**config.mk**
```make
export PLATFORM = sky130hd
export DESIGN_NAME = alu_pipe
export DESIGN_NICKNAME = d
export VERILOG_FILES = /design/src/rtl/alu_pipe_pkg.sv /design/src/rtl/alu_div_seq.sv /design/src/rtl/alu_pipe.sv
export SDC_FILE = /design/constraint.sdc
export NUM_CORES = 1
export LEC_CHECK = 0
export CORE_MARGIN = 2
export CORE_UTILIZATION = 40
export DETAILED_ROUTE_END_ITERATION = 10
export MAX_ROUTING_LAYER = met4
export PLACE_DENSITY = 0.64
export RECOVER_POWER = 25
export REMOVE_ABC_BUFFERS = 1
export SLEW_MARGIN = 15
export SYNTH_ARGS = -nofsm -noshare
export SYNTH_HDL_FRONTEND = slang
export SYNTH_SLANG_ARGS = --single-unit
```
**constraint.sdc**
```tcl
create_clock -name clk -period 1.95 [get_ports clk]
set_clock_uncertainty 0.05 [all_clocks]
set_input_delay 0.195 -clock clk [delete_from_list [all_inputs] [get_ports clk]]
set_output_delay 0.195 -clock clk [all_outputs]
set_load 0.03 [all_outputs]
```
**src/rtl/alu_pipe_pkg.sv**
```systemverilog
// Shared constants for alu_pipe: function codes, unit-tag one-hots, FSM state type.
// The DIV state exists only when ALU_DIV_EN is defined.
package alu_pipe_pkg;

  localparam logic [3:0] FN_ADD    = 4'b0000;
  localparam logic [3:0] FN_SUB    = 4'b0001;
  localparam logic [3:0] FN_MUL    = 4'b0010;
  localparam logic [3:0] FN_DIV    = 4'b0011;
  localparam logic [3:0] FN_AND    = 4'b0100;
  localparam logic [3:0] FN_OR     = 4'b0101;
  localparam logic [3:0] FN_NAND   = 4'b0110;
  localparam logic [3:0] FN_NOR    = 4'b0111;
  localparam logic [3:0] FN_XOR    = 4'b1000;
  localparam logic [3:0] FN_XNOR   = 4'b1001;
  localparam logic [3:0] FN_CMP_EQ = 4'b1010;
  localparam logic [3:0] FN_CMP_GT = 4'b1011;
  localparam logic [3:0] FN_CMP_LT = 4'b1100;
  localparam logic [3:0] FN_SHR_A  = 4'b1101;
  localparam logic [3:0] FN_SHL_A  = 4'b1110;
  localparam logic [3:0] FN_SHR_B  = 4'b1111;

  // unit tag order is {shift, cmp, logic, arith}
  localparam logic [3:0] UF_ARITH = 4'b0001;
  localparam logic [3:0] UF_LOGIC = 4'b0010;
  localparam logic [3:0] UF_CMP   = 4'b0100;
  localparam logic [3:0] UF_SHIFT = 4'b1000;

`ifdef ALU_DIV_EN
  typedef enum logic {ST_IDLE = 1'b0, ST_DIV = 1'b1} state_t;
`else
  typedef enum logic {ST_IDLE = 1'b0} state_t;
`endif

endpackage

```
**src/rtl/alu_div_seq.sv**
```systemverilog
// Signed restoring divider: WIDTH iterations on magnitudes, then sign fix-up
// (quotient truncates toward zero, remainder follows the dividend's sign).
module alu_div_seq #(
  parameter int WIDTH = 16
) (
  input  logic                    clk,
  input  logic                    rst,
  input  logic                    start,
  input  logic                    stall,
  input  logic signed [WIDTH-1:0] a,
  input  logic signed [WIDTH-1:0] b,
  output logic                    done,
  output logic [WIDTH-1:0]        quot,
  output logic [WIDTH-1:0]        rem
);
  localparam int CW = $clog2(WIDTH);

  logic             busy, neg_q, neg_r, last, ge;
  logic [CW-1:0]    cnt;
  logic [WIDTH-1:0] q_r, r_r, d_r, q_nx, r_nx;
  logic [WIDTH:0]   shifted, diff;

  assign shifted = {r_r, q_r[WIDTH-1]};
  assign diff    = shifted - {1'b0, d_r};
  assign ge      = !diff[WIDTH];
  assign r_nx    = ge ? diff[WIDTH-1:0] : shifted[WIDTH-1:0];
  assign q_nx    = {q_r[WIDTH-2:0], ge};
  assign last    = (cnt == CW'(WIDTH - 1));
  // The final step is presented combinationally so the result lands on the
  // same edge as the last iteration; it waits while the output is blocked.
  assign done    = busy && last && !stall;
  assign quot    = neg_q ? -q_nx : q_nx;
  assign rem     = neg_r ? -r_nx : r_nx;

  always_ff @(posedge clk or posedge rst) begin
    if (rst) begin
      busy  <= 1'b0;
      cnt   <= '0;
      q_r   <= '0;
      r_r   <= '0;
      d_r   <= '0;
      neg_q <= 1'b0;
      neg_r <= 1'b0;
    end else if (start) begin
      busy  <= 1'b1;
      cnt   <= '0;
      q_r   <= a[WIDTH-1] ? -a : a;
      d_r   <= b[WIDTH-1] ? -b : b;
      r_r   <= '0;
      neg_q <= a[WIDTH-1] ^ b[WIDTH-1];
      neg_r <= a[WIDTH-1];
    end else if (busy && !(last && stall)) begin
      q_r <= q_nx;
      r_r <= r_nx;
      cnt <= last ? '0 : cnt + CW'(1);
      if (last) busy <= 1'b0;
    end
  end

endmodule

```
**src/rtl/alu_pipe.sv**
```systemverilog
// Handshaked 16-function ALU with one registered result stage.
// Define ALU_DIV_EN to compile in the iterative signed divider and DIV state.
module alu_pipe
  import alu_pipe_pkg::*;
#(
  parameter int WIDTH     = 16,
  parameter int OUT_WIDTH = 2 * WIDTH
) (
  input  logic                        clk,
  input  logic                        rst,
  input  logic                        in_valid,
  output logic                        in_ready,
  input  logic signed [WIDTH-1:0]     A,
  input  logic signed [WIDTH-1:0]     B,
  input  logic [3:0]                  ALU_FUN,
  output logic                        out_valid,
  input  logic                        out_ready,
  output logic [OUT_WIDTH-1:0]        RESULT,
  output logic                        Carry_OUT,
  output logic [3:0]                  UNIT_Flag,
  output logic                        ERR
);
  localparam int PAD = OUT_WIDTH - WIDTH;

  state_t                       state, state_nx;
  logic                         accept, div_start, div_done;
  logic [WIDTH-1:0]             div_q, div_r, lw;
  logic signed [WIDTH:0]        sum, dif;
  logic signed [OUT_WIDTH-1:0]  prod;
  logic [OUT_WIDTH-1:0]         res_c;
  logic                         carry_c, err_c;
  logic [3:0]                   flag_c;

  assign accept = in_valid && in_ready;

`ifdef ALU_DIV_EN
  assign div_start = accept && (ALU_FUN == FN_DIV) && (B != '0);

  alu_div_seq #(.WIDTH(WIDTH)) u_div (
    .clk   (clk),
    .rst   (rst),
    .start (div_start),
    .stall (out_valid && !out_ready),
    .a     (A),
    .b     (B),
    .done  (div_done),
    .quot  (div_q),
    .rem   (div_r)
  );
`else
  assign div_start = 1'b0;
  assign div_done  = 1'b0;
  assign div_q     = '0;
  assign div_r     = '0;
`endif

  always_ff @(posedge clk or posedge rst) begin
    if (rst) state <= ST_IDLE;
    else     state <= state_nx;
  end

  always_comb begin
    state_nx = state;
`ifdef ALU_DIV_EN
    if (state == ST_IDLE && div_start)    state_nx = ST_DIV;
    else if (state == ST_DIV && div_done) state_nx = ST_IDLE;
`endif
  end

  always_comb begin
    in_ready = (state == ST_IDLE) && (!out_valid || out_ready);
  end

  assign sum  = {A[WIDTH-1], A} + {B[WIDTH-1], B};
  assign dif  = {A[WIDTH-1], A} - {B[WIDTH-1], B};
  assign prod = A * B;

  always_comb begin
    res_c   = '0;
    carry_c = 1'b0;
    flag_c  = UF_ARITH;
    err_c   = 1'b0;
    lw      = '0;
    case (ALU_FUN)
      FN_ADD: begin
        res_c   = {{(PAD-1){sum[WIDTH]}}, sum};
        // unsigned carry out of the MSB, rebuilt from the signed sum bit
        carry_c = (A[WIDTH-1] & B[WIDTH-1]) | ((A[WIDTH-1] ^ B[WIDTH-1]) & ~sum[WIDTH-1]);
      end
      FN_SUB: begin
        res_c   = {{(PAD-1){dif[WIDTH]}}, dif};
        carry_c = $unsigned(A) < $unsigned(B);
      end
      FN_MUL: res_c = prod;
`ifdef ALU_DIV_EN
      FN_DIV: err_c = (B == '0);
`else
      FN_DIV: err_c = 1'b1;
`endif
      FN_AND, FN_OR, FN_NAND, FN_NOR, FN_XOR, FN_XNOR: begin
        flag_c = UF_LOGIC;
        case (ALU_FUN)
          FN_AND:  lw = A & B;
          FN_OR:   lw = A | B;
          FN_NAND: lw = ~(A & B);
          FN_NOR:  lw = ~(A | B);
          FN_XOR:  lw = A ^ B;
          default: lw = ~(A ^ B);
        endcase
        res_c = {{PAD{1'b0}}, lw};
      end
      FN_CMP_EQ: begin flag_c = UF_CMP; res_c = (A == B) ? OUT_WIDTH'(1) : '0; end
      FN_CMP_GT: begin flag_c = UF_CMP; res_c = (A > B)  ? OUT_WIDTH'(2) : '0; end
      FN_CMP_LT: begin flag_c = UF_CMP; res_c = (A < B)  ? OUT_WIDTH'(3) : '0; end
      default: begin
        flag_c = UF_SHIFT;
        case (ALU_FUN)
          FN_SHR_A: lw = {1'b0, A[WIDTH-1:1]};
          FN_SHL_A: lw = {A[WIDTH-2:0], 1'b0};
          default:  lw = {B[WIDTH-1], B[WIDTH-1:1]};
        endcase
        res_c = {{PAD{1'b0}}, lw};
      end
    endcase
  end

  always_ff @(posedge clk or posedge rst) begin
    if (rst) begin
      out_valid <= 1'b0;
      RESULT    <= '0;
      Carry_OUT <= 1'b0;
      UNIT_Flag <= '0;
      ERR       <= 1'b0;
    end else if (accept && !div_start) begin
      out_valid <= 1'b1;
      RESULT    <= res_c;
      Carry_OUT <= carry_c;
      UNIT_Flag <= flag_c;
      ERR       <= err_c;
    end else if (div_done) begin
      out_valid <= 1'b1;
      RESULT    <= {div_r, div_q};
      Carry_OUT <= 1'b0;
      UNIT_Flag <= UF_ARITH;
      ERR       <= 1'b0;
    end else if (out_ready) begin
      out_valid <= 1'b0;
    end
  end

endmodule

```
; ---- Yosys cells after proc, flatten, opt, wreduce, memory -nomap -nowiden
; Index checks and enable logic that the tools add are counted.
[classes]
addsub = 2
multipliers = 1
n_lt_le_gt_ge = 3
eq_ne = 15
muxes = 11
bitwise_logic = 11
n_reduce_logical = 8
[ops]
columns = operator, n
row1 = case mux 32 bit (8 select lines), 1
row2 = case mux 16 bit (5 select lines), 1
row3 = NOT 16 bit, 3
row4 = less-than comparator 16 bit, 2
row5 = multiplier 16 x 16 -> 32 bit, 1
row6 = case mux 16 bit (2 select lines), 1
row7 = "== test 4 bit, second input constant", 7
row8 = adder 16 x 16 -> 17 bit, 1
row9 = subtractor 16 x 16 -> 17 bit, 1
row10 = AND 16 bit, 1
row11 = == test 16 bit, 1
row12 = "== test 4 x 3 -> 1 bit, second input constant", 4
row13 = greater-than comparator 16 bit, 1
row14 = bitwise OR 16 bit, 1
row15 = XOR 16 bit, 1
row16 = case mux 4 bit (3 select lines), 1
row17 = "== test 4 x 2 -> 1 bit, second input constant", 2
row18 = OR reduction 6 bit, 1
row19 = "== test 4 x 1 -> 1 bit, second input constant", 1
row20 = logical NOT 4 bit, 1
row21 = 2-to-1 mux 1 bit, 4
row22 = 2-to-1 mux 2 bit, 2
row23 = OR reduction 4 bit, 1
row24 = OR reduction 3 bit, 1
row25 = 9 further kinds, 10
[totals]
reg_bits = 39
inputBits = 40
output_inout_bits = 40
word_cells = 56

; ---- Longest topological paths before layout
; Gate-level depths: netlist of the first run.
[logic_depth]
depth_word = 5
ltp_mapped = 23

; ---- Worst setup path before layout of the first run
; No wires, ideal clock.
[synth_timing]
path_kind = input to register
startpoint = input port B[3]
endpoint = register RESULT[31]
setup_ps = 95
arrival_ps = 5684
required_time_ps = 1805
setup_slack_ps = -3879
path_stages = 20
n_path_buf = 1
path_cell_list = clkbuf_1 -> clkinv_1 -> nor2_1 -> fa_1 -> fa_1 -> fa_1 -> fa_1 -> fa_1 -> inv_1 -> fa_1 -> inv_1 -> ha_1 -> nand2_1 -> o21ai_0 -> a21oi_1 -> a21oi_1 -> o2111ai_1 -> a21o_1 -> and4_1 -> o31ai_1
[synth_via]
elab_chain_cells = 2
elab_cells_between_ends = 4
cone_classes = add/sub (2) / mul (1) / mux (1)
[synth_lines]
columns = element, line_no
row1 = "start, declared", alu_pipe.sv:14  ; input logic signed [WIDTH-1:0] B,
row2 = multiplier 16 x 16 -> 32 bit (tied with other cells), alu_pipe.sv:76  ; assign prod = A * B;
row3 = case mux 32 bit (8 select lines) *, alu_pipe.sv:84  ; case (ALU_FUN)
row4 = "end signal, assigned", alu_pipe.sv:136  ; RESULT <= res_c;
row5 = "end signal, assigned", alu_pipe.sv:142  ; RESULT <= {div_r, div_q};
row6 = "end, declared", alu_pipe.sv:18  ; output logic [OUT_WIDTH-1:0] RESULT,
; Every way passes the cells marked *; elsewhere a longest branch is shown, timed or not.
; A chain may end at the register's enable or synchronous reset.

; ---- Worst setup path in the final report of the first run
[layout_timing]
startpoint = input port B[15]
endpoint = register RESULT[29]
; The elaborated chain is that of the path after synthesis.

==> metrics.md, run 1 <==
| Metric | Value |
|---|---|
| Layout cell share with drive strength beyond 1 | `0.406` |
| Worst EP arrival | `5.60 ns` |
| Core region area | `0.0357 mm^2` |
| Simple-Gate Fraction of Synth Area | `0.139` |
| Synth Area in Compound Gates | `0.146` |
| Hold crit path type | `flip-flop to flip-flop` |
| Die height | `194 um` |
| Post-synthesis mux area share | `0.0265` |
| GPL Wtd Cong | `0.975` |
| Slowest stage cell, crit path | `fa_1` |
| Gr usage total | `0.322` |
| Initial Utilization | `0.406` |
| Synth Instances | `1762` |
| Synth Area in Adders | `0.480` |
| Clk slew on worst S/H paths | `0.06 ns` |
| Synth unique cells | `68` |
| Post-synth EDFFs | `0` |
| Largest cells by area after synthesis | `fa_1 37%, ha_1 11%, inv_1 8.7%, dfrtp_1 6.7%, nor2_1 5.4%` |
| Final Cycle Share | `2.82` |
| Routed vias/inst | `5.39` |
| Max-cap violations | `0` |
| Worst-path maximum fanout | `4` |
| First-pass GRT wire length | `91000 um` |
| Fin crit period | `5.49 ns` |
| DRT antenna net count | `0` |
| Outcome | `finished with violations` |
| Final nets | `2702` |
| CTS sink cnt | `39` |
| Die area | `0.0378 mm^2` |
| Final Max Tran Viols | `0` |
| Synthesis-to-layout area growth | `52.4%` |
| Die Width | `194 um` |
| Latest clock arrival within the worst-skew pair | `0.29 ns` |
| DRT Wirelength | `58500 um` |
| Failing checks | `DRC, setup timing` |
| Post-DP HPWL | `46400 um` |
| Root buffer cell | `clkbuf_16` |
| Top Ports | `80` |
| Syn avg cell area | `8.23 um^2` |
| CP Class | `primary input to flip-flop` |
| Share of the synthesized area in the top cell type | `0.366` |
| #FFs+latches synth | `39` |
| Largest family of logic cells by synthesized area | `adder cells` |
| Max clock buf depth | `2` |
| Post-Synth XOR/XNOR Area | `0.0272` |
| Placed cells | `2612` |
| Crit path capture type | `flip-flop` |
| Commonest non-fill, non-tap cell in the layout | `buf_4` |
| FMAX | `0.182 GHz` |
| CTS tree | `done` |
| Max stage delay on crit path | `0.55 ns` |
| Final Non-Filler Cells | `2727` |
| Dpl ws | `-4.51 ns` |
| Slew headroom | `0.319` |
| Clock buffer count from CTS | `5` |
| DR iter-0 viols | `1067` |
| Async SR Flop Fraction | `1.00` |
| Grt ovf | `0` |
| Setup repair after global routing missed its margin | `yes` |
| Via count | `14700` |
| Largest net degree at the start of global routing | `40` |
| Wirelength per Cell | `21.5 um` |
| Ys Warns | `0` |
| Drt drc | `1` |
| Register area share after synthesis | `0.0673` |
| Vias in the first global route | `16100` |
| Final setup violation count | `33` |
| Final hold violations | `0` |
| Most frequent cells in the layout | `389 x buf_4, 279 x inv_1, 233 x fa_1` |
| Critical path launch point type | `primary input` |
| Diode count | `0` |
| Most used cell, CP | `fa_1` |
| CP required | `2.06 ns` |
| DRT Pass-1 Iters | `8` |
| Setup ws final | `-3.54 ns` |
| Post-synth top area cell | `fa_1` |
| H-tree depth | `2` |
| Worst Max-Slew Pin Slew | `1.02 ns` |
| Port Buf Inserts | `79` |
| Cell Area, Synth | `0.0145 mm^2` |
| Top_reg_cell synth | `dfrtp_1` |
| Row count | `69` |
| Crit-path cells | `buf_8 -> clkinvlp_4 -> buf_6 -> buf_6 -> nor2_4 -> fa_1 -> fa_2 -> fa_1 -> fa_2 -> fa_1 -> inv_2 -> fa_1 -> inv_2 -> ha_4 -> and3_4 -> and2_4 -> nand4_1 -> a21oi_4 -> o211ai_1 -> a31oi_1 -> mux2i_1 -> a21oi_1` |
| Initial antenna violation count | `0` |
worst paths after layout:
path / end / startpoint / cells after the start / slack [ns]
min: RESULT[2] / RESULT[2] / 1 / 0.43
min reg2reg: RESULT[2] / RESULT[2] / 1 / 0.43
min in group asynchronous: RESULT[22] / rst / 3 / 0.61
max reg2reg: RESULT[15] / out_valid / 7 / 0.25
max: RESULT[29] / B[15] / 22 / -3.54
max in group asynchronous: RESULT[2] / rst / 3 / 0.59
Yosys cell counts (11+ instances only):
cell and instances:
a21oi_1 101, o31ai_1 12, mux2i_1 26, nand2_1 180, xor2_1 11, nor3_1 19, dfrtp_1 39, clkbuf_1 56
mux2_2 11, fa_1 265, inv_1 336, xnor2_1 34, a22oi_1 15, buf_2 16, o21ai_0 84, a31oi_1 12
ha_1 132, o22ai_1 17, nor2_1 209
repair_timing:
action	in CTS	in global routing
setup buffers	77	36
pin swaps	174	111
hold buffers	0	0
resized for setup	635	161
cloned	2	0
setup endpoints to repair	33	33
worst max-delay path, delay by kind of cell:
family          cells  cell delay [ns]
simple gates        4             0.58
mux                 1             0.25
fa+ha+maj           7             3.22
buf+inv             6             0.65
compound gates      4             0.67
layer usage:
layer | global-route usage | wire, um | up-vias
met4 | 0.149 | 3610 | 0
met1 | 0.376 | 22200 | 7353
li1 | - | - | 6600
met2 | 0.561 | 29600 | 548
met3 | 0.0340 | 3120 | 193
met5 | - | 0 | -
area by class of cell:
| cell class | instances | area (um^2) |
|---|---|---|
| clock buffers | 6 | 129 |
| multi-input cells | 1293 | 13700 |
| repair buffers | 580 | 5220 |
| well taps | 461 | 577 |
| clock inverters | 2 | 60.1 |
| flip-flops and latches | 39 | 976 |
| inverters | 346 | 1410 |
| fillers | 3001 | 13600 |
cell families (layout without fill, tap and decap cells):
group | Yosys count | count (layout)
AO/OA/AOI/OAI | 334 | 334
XOR/XNOR | 45 | 45
adder cells (fa/ha/maj) | 397 | 397
buffers and inverters | 430 | 934
flip-flops | 39 | 39
multiplexers | 37 | 37
AND/OR/NAND/NOR | 480 | 480
state kept, by name, indices dropped and copies added, names as in the netlist:
signal / cells
Carry_OUT: 1
out_valid: 1
ERR: 1
UNIT_Flag: 4
RESULT: 32
per-stage QoR:
step / instance area [um^2] / setup TNS [ns] / hold WS, ns / utilization
floorplan: 14100 / -86.78 / 0.253 / -
global placement: 18600 / -121.50 / 0.418 / 0.522
detailed placement: 18600 / -123.01 / 0.423 / 0.522
CTS: 21300 / -88.04 / 0.200 / 0.597
global route: 22100 / -92.75 / 0.455 / 0.619
finish: 22100 / -89.08 / 0.433 / 0.619
Power of run 1 is not shown: default switching activity piles up to over one toggle a cycle in this logic, so the estimate is an artifact.
==> run 2, diff against run 1 <==
Settings changed: CORE_ASPECT_RATIO from default to 0.8, PLACE_DENSITY 0.64 to 0.61.
==> run 2 against run 1 <==
  * The run ends with setup timing left
  * First-iteration DRC count up 2.8%
  * Via count up 0.33%
  * Non-clock buffer count is 13 higher
  * Utilization fell by 0.46 points
  * Register-to-register slack lost 0.02 ns
  * Global-route usage is 0.32 points higher
  * Design area shrank 0.23%
  * Die area is essentially flat
  * Clock-buffer cell count down 1
==> metrics.md, run 2 (same netlist as run 1, synthesis figures left out) <==
| Metric | Value |
|---|---|
| Outcome | `finished with violations` |
| Failing checks | `setup timing` |
| Critical path launch point type | `primary input` |
| TNS Setup | `-90.15 ns` |
| Reg2reg end | `RESULT[31]` |
| CP required | `2.06 ns` |
| Gr usage total | `0.326` |
| Reg with most FFs | `RESULT` |
| DRT Wirelength | `59300 um` |
| Final Non-Filler Cells | `2761` |
| Fin crit period | `5.44 ns` |
| DR iter-0 viols | `1097` |
| Critical path endpoint | `RESULT[29]` |
| Die Width | `217 um` |
| GPL Wtd Cong | `0.998` |
| Post-DP HPWL | `47000 um` |
| Die height | `174 um` |
| Routed vias/inst | `5.34` |
| Most used cell, CP | `fa_1` |
| M2 GR Usage | `0.513` |
| H-tree depth | `2` |
| Worst Max-Slew Pin Slew | `1.07 ns` |
| Synthesis-to-layout area growth | `52.0%` |
| Final setup violation count | `33` |
| Slew headroom | `0.286` |
| Clock buffer count from CTS | `5` |
| Beginning of the worst register-to-register path | `out_valid` |
| Reg area | `976 um^2` |
| GR peak layer | `met2` |
| CP Class | `primary input to flip-flop` |
| Max clock buf depth | `2` |
| DRT antenna net count | `0` |
| Crit path capture type | `flip-flop` |
| Max stage delay on crit path | `0.58 ns` |
| Reg2reg path depth | `6` |
| Final Cycle Share | `2.79` |
| Placed cells | `2639` |
| Worst-path maximum fanout | `6` |
| Largest net degree at the start of global routing | `40` |
| Final nets | `2716` |
| Port Buf Inserts | `79` |
| DRT Pass-1 Iters | `5` |
| Setup repair after global routing missed its margin | `yes` |
| Setup ws final | `-3.49 ns` |
| Drt drc | `0` |
| Most frequent cells in the layout | `408 x buf_4, 285 x inv_1, 238 x fa_1` |
| Final Max Tran Viols | `0` |
| GR Layer Usage met1 | `0.431` |
| Vias in the first global route | `15600` |
| Design Area, Final | `0.0220 mm^2` |
| Wirelength per Cell | `21.5 um` |
| Root buffer cell | `clkbuf_16` |
| Die area | `0.0378 mm^2` |
| Crit path launch | `B[14]` |
| Core region area | `0.0358 mm^2` |
| Max-cap violations | `0` |
| Clk slew on worst S/H paths | `0.07 ns` |
| Latest clock arrival within the worst-skew pair | `0.29 ns` |
| Largest registers | `RESULT (32), UNIT_Flag (4)` |
| Via count | `14700` |
| First-pass GRT wire length | `90600 um` |
| Initial Utilization | `0.404` |
| CTS sink cnt | `39` |
| Grt ovf | `0` |
| Top Ports | `80` |
| Crit-path cells | `buf_8 -> clkinvlp_4 -> buf_12 -> buf_4 -> nor2_2 -> fa_1 -> fa_1 -> fa_2 -> fa_1 -> fa_1 -> inv_1 -> fa_1 -> inv_2 -> ha_4 -> and3_4 -> and2_4 -> nand4_1 -> a21oi_4 -> o211ai_1 -> a31oi_1 -> mux2i_1 -> a21oi_1` |
| Commonest non-fill, non-tap cell in the layout | `buf_4` |
| Row count | `62` |
| Max reg flops | `32` |
| Slowest stage cell, crit path | `fa_1` |
| CTS tree | `done` |
| Area of the multi-input gates | `0.0136 mm^2` |
| Hold depth | `2` |
| DP Area | `0.0187 mm^2` |
| Layout cell share with drive strength beyond 1 | `0.394` |
| Worst EP arrival | `5.55 ns` |
| Slack of the worst reg-to-reg path | `0.23 ns` |
| Hold crit path type | `flip-flop to flip-flop` |
| Hold path startpoint | `UNIT_Flag[2]` |
| Routing usage on met3 | `0.0490` |
| Dpl ws | `-4.61 ns` |
| Fillers | `3057` |
| FMAX | `0.184 GHz` |
| Final hold violations | `0` |
| Initial antenna violation count | `1` |
## run 2: cell count changes in the layout (fill, tap and decap cells not counted), moves of 6 or more
cell,delta
a21oi_2,-7
nand2_1,+7
inv_1,+6
ha_1,+8
buf_4,+19
ha_4,-6
## run 2: area by class of cell
type / instances / area share
diodes: 1 / 0.000114
flip-flops and latches: 39 / 0.0443
clock inverters: 3 / 0.00307
repair inverters: 1 / 0.000341
well taps: 480 / 0.0273
clock buffers: 5 / 0.00568
repair buffers: 593 / 0.240
inverters: 346 / 0.0633
multi-input cells: 1293 / 0.616
## run 2: worst min path at each step
stage	endpoint	slack [ns]
2_1_floorplan	out_valid	0.25
3_3_place_gp	ERR	0.41
3_5_place_dp	UNIT_Flag[2]	0.42
4_1_cts	UNIT_Flag[2]	0.33
5_1_grt	UNIT_Flag[2]	0.47
6_report	UNIT_Flag[2]	0.43
## run 2: worst max-delay path: cells and delay by family
kind            cells  cell delay [ns]
compound gates      4             0.68
fa+ha+maj           7             3.29
buf+inv             6             0.55
mux                 1             0.23
simple gates        4             0.60
## run 2: timing repair
| action | 4_1_cts | 5_1_grt |
|---|---|---|
| setup buffers | 93 | 36 |
| setup endpoints to repair | 33 | 33 |
| hold buffers | 0 | 0 |
| hold endpoints to repair | 0 | 0 |
| pin swaps | 188 | 108 |
| gates resized for setup | 573 | 165 |
| gates cloned | 2 | 0 |
## run 2: per-layer routing
layer	vias to the layer above	share of wire
met1	7381	0.42
li1	6631	-
met4	0	0.042
met5	-	0
met2	607	0.46
met3	124	0.079
## run 2: stage by stage
step / hold slack (ns) / util
after global placement: 0.415 / 0.522
after CTS: 0.335 / 0.593
after detailed placement: 0.422 / 0.522
final: 0.428 / 0.615
after floorplan: 0.253 / -
after global routing: 0.470 / 0.615
Power of run 2 is left out for the same reason.
==> run 3, diff against run 2 <==
--- a/config.mk
+++ b/config.mk
@@ -13,3 +13,3 @@
 export PLACE_DENSITY = 0.61
-export RECOVER_POWER = 25
+export RECOVER_POWER = 100
 export REMOVE_ABC_BUFFERS = 1
--- a/constraint.sdc
+++ b/constraint.sdc
@@ -4,2 +4,2 @@
 set_output_delay 0.195 -clock clk [all_outputs]
-set_load 0.03 [all_outputs]
+set_load 0.02 [all_outputs]
==> run 3 against run 2 <==
  * The flow still finishes with violations (setup timing)
  * Critical path depth unchanged
  * Flip-flop and latch count unchanged
  * Utilization about the same
  * Worst hold slack got worse by 0.0059 ns
  * Via count increased by 0.19%
  * Final cell count unchanged
  * Register-to-register slack got worse by 0.19 ns
  * Design area about the same
  * Fmax increased by 0.14%
  * Die area unchanged
  * First-iteration DRC count decreased by 0.46%
  * Critical path type unchanged
  * Critical endpoint unchanged
  * Largest cell class unchanged
==> metrics.md, run 3 (same netlist as run 1, synthesis figures left out) <==
| Metric | Value |
|---|---|
| Outcome | `finished with violations` |
| Failing checks | `setup timing` |
| Layout cell share with drive strength beyond 1 | `0.394` |
| Design Area, Final | `0.0220 mm^2` |
| GPL Wtd Cong | `0.998` |
| Slowest stage cell, crit path | `fa_1` |
| FMAX | `0.184 GHz` |
| DRT Pass-1 Iters | `7` |
| Root buffer cell | `clkbuf_16` |
| Worst EP arrival | `5.54 ns` |
| Die Width | `217 um` |
| Initial antenna violation count | `1` |
| Setup repair after global routing missed its margin | `yes` |
| Wirelength per Cell | `21.5 um` |
| H-tree depth | `2` |
| DRT antenna net count | `0` |
| Reg2reg end | `RESULT[4]` |
| Top Ports | `80` |
| Commonest non-fill, non-tap cell in the layout | `buf_4` |
| Max-cap violations | `0` |
| CP required | `2.06 ns` |
| CTS tree | `done` |
| Hold endpoint | `UNIT_Flag[2]` |
| Most frequent cells in the layout | `407 x buf_4, 285 x inv_1, 238 x fa_1` |
| Slew headroom | `0.282` |
| Row count | `62` |
| Final Cycle Share | `2.79` |
| Crit path capture type | `flip-flop` |
| Clock buffer count from CTS | `5` |
| Fin util | `0.614` |
| Critical path launch point type | `primary input` |
| Final setup violation count | `33` |
| Reg with most FFs | `RESULT` |
| Hold depth | `2` |
| Worst-path maximum fanout | `6` |
| DRT Wirelength | `59400 um` |
| Port Buf Inserts | `79` |
| Initial Utilization | `0.404` |
| Latest clock arrival within the worst-skew pair | `0.29 ns` |
| Hold path startpoint | `UNIT_Flag[2]` |
| CTS sink cnt | `39` |
| CP Class | `primary input to flip-flop` |
| Beginning of the worst register-to-register path | `out_valid` |
| Routed vias/inst | `5.35` |
| Hold crit path type | `flip-flop to flip-flop` |
| Cts hold-fix bufs | `0` |
| Fin crit period | `5.44 ns` |
| First-pass GRT wire length | `90600 um` |
| Max stage delay on crit path | `0.58 ns` |
| Final nets | `2716` |
| Slack of the worst reg-to-reg path | `0.04 ns` |
| Gr usage total | `0.326` |
| Die area | `0.0378 mm^2` |
| Most used cell, CP | `fa_1` |
| Setup ws final | `-3.49 ns` |
| DP Area | `0.0187 mm^2` |
| Final hold violations | `0` |
| Drt drc | `0` |
| Worst Max-Slew Pin Slew | `1.08 ns` |
| DR iter-0 viols | `1092` |
| Grt ovf | `0` |
| Largest registers | `RESULT (32), UNIT_Flag (4)` |
| Crit-path cells | `buf_8 -> clkinvlp_4 -> buf_12 -> buf_4 -> nor2_2 -> fa_1 -> fa_1 -> fa_2 -> fa_1 -> fa_1 -> inv_1 -> fa_1 -> inv_2 -> ha_4 -> and3_4 -> and2_4 -> nand4_1 -> a21oi_4 -> o211ai_1 -> a31oi_1 -> mux2i_1 -> a21oi_1` |
| Worst Path Buf+Inv | `6` |
| Core region area | `0.0358 mm^2` |
| WP depth | `22` |
| Post-DP HPWL | `47000 um` |
| Vias in the first global route | `15600` |
| Clk slew on worst S/H paths | `0.07 ns` |
| Largest net degree at the start of global routing | `40` |
| Max reg flops | `32` |
| Via count | `14800` |
| Synthesis-to-layout area growth | `51.9%` |
| Final Max Tran Viols | `0` |
| Critical path's top delay family | `adder cells` |
| Reg2reg path depth | `5` |
| Die height | `174 um` |
| Max clock buf depth | `2` |
[run 3: repair_timing]
item,CTS,global route
buffers inserted,93,36
setup endpoints to repair,33,33
gates cloned,2,0
pin swaps,188,108
gates resized for setup,573,165
[run 3: routing by layer]
layer  track usage  part of all wire  up-vias
li1              -                 -     6631
met1         0.431              0.42     7361
met2         0.513              0.46      651
met3        0.0490             0.074      128
met4         0.111             0.041        0
met5             -                 0        -
[run 3: tightest hold or removal path: stages (launching register included)]
cell	delay, ns
dfrtp_1	0.34
nand2_1	0.04
o21ai_0	0.06
[run 3: layout make-up]
type / count / area (um^2)
clock buffers: 5 / 125
multi-input cells: 1293 / 13600
well taps: 480 / 601
diodes: 1 / 2.50
inverters: 346 / 1390
clock inverters: 3 / 67.6
fillers: 3060 / 13800
repair buffers: 593 / 5270
repair inverters: 1 / 7.51
flip-flops and latches: 39 / 976
[run 3: how the worst max path moves through the flow]
stage                      from    endpoint  slack, ns
after floorplan            B[3]  RESULT[31]      -3.55
after global placement     A[7]  RESULT[31]      -4.56
after detailed placement   A[7]  RESULT[29]      -4.61
after CTS                  A[5]  RESULT[29]      -3.41
after global routing      B[14]  RESULT[29]      -3.67
final                     B[14]  RESULT[29]      -3.49
[run 3: stage by stage]
step                      hold slack [ns]  std cells  setup slack [ns]  TNS [ns]
final                               0.422       2761             -3.49    -90.30
after detailed placement            0.422       2639             -4.61   -124.31
after global placement              0.415       2639             -4.56   -123.57
after global routing                0.464       2761             -3.67    -94.62
after floorplan                     0.253       1678             -3.55    -85.80
after CTS                           0.335       2738             -3.41    -89.42
Power of run 3 is left out for the same reason.
